**src/rtl/gpo_blink.sv**
```systemverilog
// -----------------------------------------------------------------------------
// gpo_blink
//
// General-purpose output core for one slot of the MMIO bus. Holds a W-bit
// output register with atomic DATA/SET/CLR/TGL write ports and read-back.
// Defining GPO_BLINK_EN adds a per-bit hardware blink engine: a BLINK_MASK
// register, a programmable half-period counter (PERIOD) and a STATUS register
// exposing the blink phase. Without GPO_BLINK_EN, addresses 4..6 behave as
// unmapped and data_out is the plain output register.
//
// Register map (addr):
//   0 DATA  R/W   1 SET WO   2 CLR WO   3 TGL WO
//   4 BLINK_MASK R/W   5 PERIOD R/W   6 STATUS RO (bit0 = phase)
//
// Ports:
//   clk       in   system clock, rising edge
//   reset     in   asynchronous active-low reset
//   cs        in   slot chip select
//   read      in   read strobe (qualified by cs)
//   write     in   write strobe (qualified by cs)
//   addr      in   5-bit register index
//   wr_data   in   32-bit write data (upper bits beyond register width ignored)
//   rd_data   out  32-bit combinational read data, zero-extended, 0 when idle
//   data_out  out  W-bit external output
// -----------------------------------------------------------------------------
module gpo_blink #(
    parameter int W  = 8,
    parameter int CW = 16
) (
    input  logic          clk,
    input  logic          reset,
    input  logic          cs,
    input  logic          read,
    input  logic          write,
    input  logic [4:0]    addr,
    input  logic [31:0]   wr_data,
    output logic [31:0]   rd_data,
    output logic [W-1:0]  data_out
);

    localparam logic [4:0] A_DATA   = 5'd0;
    localparam logic [4:0] A_SET    = 5'd1;
    localparam logic [4:0] A_CLR    = 5'd2;
    localparam logic [4:0] A_TGL    = 5'd3;
`ifdef GPO_BLINK_EN
    localparam logic [4:0] A_MASK   = 5'd4;
    localparam logic [4:0] A_PERIOD = 5'd5;
    localparam logic [4:0] A_STATUS = 5'd6;
`endif

    logic          wr_en;
    logic          rd_en;
    logic [W-1:0]  out_q;
    logic [W-1:0]  out_d;

    // Bits of wr_data above the register widths are intentionally ignored.
    logic          unused_wr_data;
    assign unused_wr_data = ^wr_data;

    assign wr_en = cs && write;
    assign rd_en = cs && read;

    // Output register with atomic set/clear/toggle ports.
    always_comb begin
        out_d = out_q;
        if (wr_en) begin
            case (addr)
                A_DATA:  out_d = wr_data[W-1:0];
                A_SET:   out_d = out_q | wr_data[W-1:0];
                A_CLR:   out_d = out_q & ~wr_data[W-1:0];
                A_TGL:   out_d = out_q ^ wr_data[W-1:0];
                default: out_d = out_q;
            endcase
        end
    end

    always_ff @(posedge clk or negedge reset) begin
        if (!reset) begin
            out_q <= '0;
        end else begin
            out_q <= out_d;
        end
    end

`ifdef GPO_BLINK_EN
    logic [W-1:0]   mask_q;
    logic [W-1:0]   mask_d;
    logic [CW-1:0]  period_q;
    logic [CW-1:0]  period_d;
    logic [CW-1:0]  cnt_q;
    logic [CW-1:0]  cnt_d;
    logic           phase_q;
    logic           phase_d;

    always_comb begin
        mask_d   = mask_q;
        period_d = period_q;
        cnt_d    = cnt_q;
        phase_d  = phase_q;

        if (wr_en && (addr == A_MASK)) begin
            mask_d = wr_data[W-1:0];
        end

        // A PERIOD write restarts the engine from a clean phase so an old
        // count larger than the new period can never run past the wrap point.
        if (wr_en && (addr == A_PERIOD)) begin
            period_d = wr_data[CW-1:0];
            cnt_d    = '0;
            phase_d  = 1'b0;
        end else if (period_q == '0) begin
            cnt_d    = '0;
            phase_d  = 1'b0;
        end else if (cnt_q == (period_q - CW'(1))) begin
            cnt_d    = '0;
            phase_d  = ~phase_q;
        end else begin
            cnt_d    = cnt_q + CW'(1);
        end
    end

    always_ff @(posedge clk or negedge reset) begin
        if (!reset) begin
            mask_q   <= '0;
            period_q <= '0;
            cnt_q    <= '0;
            phase_q  <= 1'b0;
        end else begin
            mask_q   <= mask_d;
            period_q <= period_d;
            cnt_q    <= cnt_d;
            phase_q  <= phase_d;
        end
    end

    // Blinking bits show buf inverted during the odd half-period.
    assign data_out = out_q ^ (mask_q & {W{phase_q}});

    always_comb begin
        rd_data = '0;
        if (rd_en) begin
            case (addr)
                A_DATA:   rd_data[W-1:0]  = out_q;
                A_MASK:   rd_data[W-1:0]  = mask_q;
                A_PERIOD: rd_data[CW-1:0] = period_q;
                A_STATUS: rd_data[0]      = phase_q;
                default:  rd_data         = '0;
            endcase
        end
    end
`else
    assign data_out = out_q;

    always_comb begin
        rd_data = '0;
        if (rd_en && (addr == A_DATA)) begin
            rd_data[W-1:0] = out_q;
        end
    end
`endif

endmodule

```
**config.mk**
```make
export PLATFORM = sky130hd
export DESIGN_NAME = gpo_blink
export DESIGN_NICKNAME = d
export VERILOG_FILES = /design/src/rtl/gpo_blink.sv
export SDC_FILE = /design/constraint.sdc
export NUM_CORES = 1
export LEC_CHECK = 0
export CORE_UTILIZATION = 29
export CTS_CLUSTER_DIAMETER = 150
export DETAILED_ROUTE_END_ITERATION = 16
export DONT_BUFFER_PORTS = 1
export GPL_TIMING_DRIVEN = 0
export PLACE_DENSITY = 0.46
export REMOVE_ABC_BUFFERS = 1
export SLEW_MARGIN = 20
export SYNTH_ARGS = -nofsm -noshare
export SYNTH_HDL_FRONTEND = slang
export SYNTH_SLANG_ARGS = --single-unit
export TNS_END_PERCENT = 5
```
**constraint.sdc**
```tcl
create_clock -name clk -period 1.4 [get_ports clk]
set_clock_uncertainty 0.2 [all_clocks]
set_input_delay 0.21 -clock clk [delete_from_list [all_inputs] [get_ports clk]]
set_output_delay 0.21 -clock clk [all_outputs]
set_load 0.01 [all_outputs]
```
==> flow_summary.yaml, run 1 <==
global_route:
  grt_pass1_wl_um: 4190
  track_usage: 0.135
  antenna_found_initial: 0
  grt_pass1_vias: 933
  grt.overflow.total: 0
  grt_max_degree: 17
worst_setup_path:
  arrival_ns: 1.43
  ff2ff_path_depth: 6
  worst-setup-path-type: "flip-flop to flip-flop"
  reg2reg_to: "data_out[6]"
  r2r_start: "data_out[6]"
  required_ns: 1.32
  setup.worst_path.end_class: "flip-flop"
  cp-start-kind: "flip-flop"
  r2r_slack_ns: -0.11
  crit_fanout: 5
power_and_ir_drop:
  internal_power_uw: 628
  peakVddDrop_mv: 0.436
  p_clk_frac: 0.281
  power_frac_seq: 0.388
  p_leak_uw: 0.000594
  switching_share: 0.377
  p_switching_uw: 380
  p_per_area_nw_per_um2: 781
  power_frac_comb: 0.331
sta:
  clock.fmax_ghz: 0.661
  hold_viol_final: 0
  drv_slew: 0
  rsz0062_at_grt: "true"
  setup_ws_ns: -0.114
  tightest_slew_ns: 0.542
  setup_viol_count_final: 6
  timing.final.crit_period_ns: 1.51
  period_share: 1.08
  tns_ns: -0.402
  hold_ws_ns: 0.0504
  slew_headroom: 0.638
clock_tree:
  clockBufferDepth: 2
  cts_max_level: 1
  insertion_delay_ns: 0.23
  clk_pin_slew_worst_paths_ns: 0.04
  numCtsBuffers: 3
  cts_root_buf: "clkbuf_8"
  clkSinkCount: 8
  cts_tree: "built"
route:
  vias: 881
  drt_iter0_markers: 11
  via_per_inst: 4.59
  wl_um: 2590
  drc: 0
  drt_pre_antenna_iters: 3
  drtAntennaViolNets: 0
  routedWlPerCell_um: 13.5
final_layout:
  ff_latch_area_um2: 210
  antenna_cells: 0
  areaGrowthSynthToFinish_pct: 18.5
  largest_reg_flops: 8
  mostFrequentLayoutCells: "24 x conb_1, 15 x inv_1, 11 x ha_1"
  nFillCells: 384
  nNetsFinal: 206
  layout_commonest_cell: "conb_1"
  multi_input_area_um2: 821
  drive_gt1_frac: 0.281
run_status:
  status: "finished with violations"
  failed_checks: "negative setup slack"
die:
  die_y_um: 63.3
  initial_core_util: 0.314
  rows: 21
  dieWidth_um: 63.3
  ios: 82
  coreArea_um2: 3470
  die-area_um2: 4010
min_path:
  min_to: "data_out[0]"
  hold_class: "primary input to flip-flop"
  whs_path_depth: 2
  min_from: "addr[0]"
logic_synthesis:
  syn_inst: 139
  synth_top_area_share: 0.184
  synth_area_leaders: "dfrtp_1 18%, ha_1 18%, buf_4 18%, inv_1 6.5%, and2_1 4.6%"
  yosys.area.top_type: "dfrtp_1"
  synth_area_um2: 1090
  ys_seq_area_frac: 0.184
  yosys_warnings: 0
  yosysUniqueCellTypes: 26
  ys_seq_elements: 8
  synth.avg_cell_area_um2: 7.84
flow_run:
  cap_violations: 0
placement:
  port_buffers: 0
  gp_congestion: 0.765
  place_hpwl_um: 1770
## routing by layer
metal / track usage / share of wire / wire length, um / vias to the layer above
met4: 0.0256 / 0.0042 / 11 / 0
met5: 0 / 0 / 0 / -
li1: - / - / - / 426
met1: 0.159 / 0.43 / 1130 / 407
met3: 0.0344 / 0.068 / 175 / 2
met2: 0.243 / 0.49 / 1280 / 46
## critical path, stage by stage (launching register included)
cell	delay (ns)
dfrtp_2	0.43
inv_2	0.06
ha_4	0.26
nand2_2	0.05
o21ai_2	0.06
a211oi_2	0.08
o31ai_1	0.26
## cell type report
type | instances | share of cell area
timing repair buffer | 9 | 0.0698
clock buffer | 3 | 0.0320
sequential | 8 | 0.163
inverter | 19 | 0.0552
multi-input combinational | 107 | 0.636
tap | 46 | 0.0446
## kinds of logic after synthesis
kind of cell / synth area share
compound gates: 0.181
buf+inv: 0.254
simple gates: 0.176
other cells: 0.00344
flops: 0.184
mux: 0.0184
fa+ha+maj: 0.184
## power by group through the flow
stage	Clock (uW)	Combinational [uW]	Sequential, uW
after floorplan	0	200	359
after global placement	0	223	374
after detailed placement	0	240	379
after CTS	294	305	390
after global routing	304	386	403
final	283	334	391
## Yosys cell counts
master / n
dfrtp_1: 8
a21o_1: 4
conb_1: 1
o21ai_0: 4
nor2_1: 7
nor2_4: 1
clkbuf_2: 1
or3_1: 1
a21oi_1: 8
nor2_2: 1
or4b_4: 1
and2_1: 8
inv_1: 19
ha_1: 16
mux2i_1: 2
and3_1: 1
nand2_1: 11
or2_2: 1
o31ai_1: 6
buf_2: 1
o32ai_1: 2
nor4b_1: 1
buf_4: 26
or3b_2: 1
or2_0: 1
a211oi_1: 6
## worst max path at each step
stage,to,depth (start not counted),start
after global routing,data_out[3],6,data_out[3]
after CTS,data_out[5],6,data_out[5]
after floorplan,data_out[0],6,data_out[0]
after global placement,data_out[4],4,addr[4]
final,data_out[6],6,data_out[6]
after detailed placement,data_out[1],4,addr[4]
## stage by stage
step | worst slack (ns) | area, um2 | util | cells | power (uW)
after global placement | -0.256 | 1030 | 0.297 | 180 | 598
after floorplan | -0.0864 | 971 | - | 134 | 559
after CTS | -0.116 | 1240 | 0.358 | 192 | 989
after detailed placement | -0.268 | 1030 | 0.297 | 180 | 619
after global routing | -0.186 | 1290 | 0.372 | 192 | 1090
final | -0.114 | 1290 | 0.372 | 192 | 1010
## timing repair
| item | CTS | global route |
|---|---|---|
| buffers inserted | 0 | 0 |
| endpoints found under the setup margin | 16 | 16 |
| hold buffers | 9 | 0 |
| gates resized for setup | 29 | 11 |
| hold endpoints to repair | 16 | 0 |
| pin swaps | 11 | 6 |
(Power assumes the default switching activity.)
==> inputs of run 2 (changes only) <==
--- a/config.mk
+++ b/config.mk
@@ -5,12 +5,13 @@
 export SDC_FILE = /design/constraint.sdc
 export NUM_CORES = 1
 export LEC_CHECK = 0
+export ABC_AREA = 1
 export CORE_UTILIZATION = 29
 export CTS_CLUSTER_DIAMETER = 150
 export DETAILED_ROUTE_END_ITERATION = 16
 export DONT_BUFFER_PORTS = 1
 export GPL_TIMING_DRIVEN = 0
-export PLACE_DENSITY = 0.46
+export PLACE_DENSITY = 0.45
 export REMOVE_ABC_BUFFERS = 1
 export SLEW_MARGIN = 20
 export SYNTH_ARGS = -nofsm -noshare
==> constraint.sdc (replaced) <==
create_clock -name clk -period 1.6 [get_ports clk]
set_clock_uncertainty 0.2 [all_clocks]
set_input_delay 0.24 -clock clk [delete_from_list [all_inputs] [get_ports clk]]
set_output_delay 0.24 -clock clk [all_outputs]
set_load 0.01 [all_outputs]
==> run 2 against run 1 <==
The flow now finishes without violations. Synthesized area grew 5.4%. Register-to-register slack gained 0.23 ns. Setup slack gained 0.23 ns. Total power shrank 19%. Fmax grew 1.8%. Critical endpoint is now data_out[1]. Largest cell class unchanged. Largest power group unchanged.
==> flow_summary.yaml, run 2 <==
final_layout:
  ff_latch_area_um2: 201
  multi_input_area_um2: 758
  drive_gt1_frac: 0.169
  mostFrequentLayoutCells: "24 x conb_1, 19 x inv_1, 18 x nand2_1"
  areaGrowthSynthToFinish_pct: 4.68
  largest_reg_flops: 8
  fin_util: 0.324
  nNetsFinal: 226
  nFillCells: 397
  layout_commonest_cell: "conb_1"
  antenna_cells: 0
worst_setup_path:
  crit_top_cell: "nand2_1"
  required_ns: 1.51
  crit_fanout: 4
  slowest_delay_ns: 0.43
  cp-start-kind: "flip-flop"
  arrival_ns: 1.40
  cpMaxStageDelayCell: "dfrtp_1"
  worst-setup-path-type: "flip-flop to flip-flop"
  cp_cell_sequence: "inv_1 -> ha_1 -> nand4_1 -> nand2_1 -> o21ai_1 -> nand2_1"
  setup.worst_path.end_class: "flip-flop"
logic_synthesis:
  synth-main-ff-cell: "dfrtp_1"
  ys_seq_elements: 8
  synth_area_leaders: "dfrtp_1 17%, ha_1 17%, buf_4 16%, nand4_1 9.3%, inv_1 6.2%"
  synth_area_um2: 1150
  synth_top_area_share: 0.174
  yosysUniqueCellTypes: 20
  async_flop_share: 1.00
  synth_edf_count: 0
  synth.avg_cell_area_um2: 7.13
  yosys.area.top_type: "dfrtp_1"
  ys_seq_area_frac: 0.174
  syn_inst: 161
  netlist_top_cells_count: "24 x buf_4, 19 x inv_1, 18 x nand2_1"
  yosys_warnings: 0
  synth_most_common_cell: "buf_4"
clock_tree:
  numCtsBuffers: 3
  insertion_delay_ns: 0.23
  cts_root_buf: "clkbuf_8"
  cts_tree: "built"
  clkSinkCount: 8
  clockBufferDepth: 2
  cts_max_level: 1
  clk_pin_slew_worst_paths_ns: 0.04
route:
  wl_um: 2800
  top_layer_used: "met4"
  drt_iter0_markers: 24
  routedWlPerCell_um: 13.1
  wl_met2_um: 1190
  via_per_inst: 4.79
  wl_met1_um: 1380
  dr_wl_met3_um: 210
  drc: 0
  drt_pre_antenna_iters: 4
  drtAntennaViolNets: 0
  vias: 1026
die:
  coreArea_um2: 3720
  die_y_um: 64.9
  rows: 22
  initial_core_util: 0.309
  ios: 82
  dieWidth_um: 64.9
  die-area_um2: 4220
sta:
  drv_slew: 0
  rsz0062_at_grt: "false"
  hold_viol_final: 0
  timing.final.crit_period_ns: 1.49
  setup_viol_count_final: 0
  clock.fmax_ghz: 0.673
  tns_ns: 0
  period_share: 0.929
global_route:
  track_usage: 0.131
  grt_pass1_wl_um: 4240
  antenna_found_initial: 0
  grt_pass1_vias: 883
  grt.overflow.total: 0
  grt_max_degree: 24
power_and_ir_drop:
  p_leak_uw: 0.000611
  peakVddDrop_mv: 0.372
  p_per_area_nw_per_um2: 679
placement:
  gp_congestion: 0.775
  place_hpwl_um: 1950
  port_buffers: 0
run_status:
  status: "complete, no violations"
min_path:
  hold_class: "primary input to flip-flop"
flow_run:
  cap_violations: 0
==> run 2: worst paths after layout <==
kind	from	cells after the start	slack (ns)	endpoint
max	data_out[1]	6	0.11	data_out[1]
min	wr_data[3]	4	0.09	data_out[3]
max reg2reg	data_out[1]	6	0.11	data_out[1]
min reg2reg	data_out[4]	2	0.36	data_out[4]
max in group asynchronous	reset	1	0.68	data_out[4]
min in group asynchronous	reset	1	0.19	data_out[0]
==> run 2: worst max-delay path: cells and delay by family, from the launching register on <==
family | cells | cell delay, ns
fa+ha+maj | 1 | 0.28
flops | 1 | 0.43
buf+inv | 1 | 0.09
compound gates | 1 | 0.15
simple gates | 3 | 0.22
==> run 2: report_power, final <==
part	internal, uW	switching, uW
Combinational	82.1	161
Sequential	249	76.3
Clock	163	84.0
Total	495	321
==> run 2: layer usage <==
layer,global-route usage,up-vias
met3,0.0352,2
li1,-,497
met5,0,-
met1,0.172,483
met2,0.207,44
met4,0.0417,0
==> run 2: per-stage QoR <==
| step | power, uW | std cells | instance area (um2) | hold WS [ns] | setup WS (ns) |
|---|---|---|---|---|---|
| after floorplan | 494 | 155 | 1020 | -0.256 | -0.107 |
| after global placement | 542 | 203 | 1080 | -0.255 | -0.598 |
| after detailed placement | 549 | 203 | 1080 | -0.255 | -0.594 |
| after CTS | 809 | 209 | 1140 | 0.0999 | -0.272 |
| after global routing | 890 | 214 | 1200 | 0.114 | 0.00490 |
| final | 816 | 214 | 1200 | 0.0946 | 0.114 |
==> run 2: kinds of logic after synthesis <==
family,Yosys count,share of synthesized area
AOI/OAI and AO/OA,21,0.0980
DFF,8,0.174
and+or+nand+nor,63,0.285
buffers and inverters,52,0.265
other,1,0.00326
adders and majority gates,16,0.174
==> run 2: cell type report <==
class / instances / share of cell area
Tap cell: 48 / 0.0499
Timing Repair Buffer: 7 / 0.0458
Sequential cell: 8 / 0.168
Clock buffer: 3 / 0.0343
Multi-Input combinational cell: 125 / 0.631
Inverter: 23 / 0.0718
==> run 2: timing repair <==
action	in CTS	in global routing
pin swaps	1	1
endpoints found under the hold margin	8	0
gates resized for setup	0	7
hold buffers	1	0
setup buffers	2	4
setup endpoints to repair	16	16
cloned	0	1
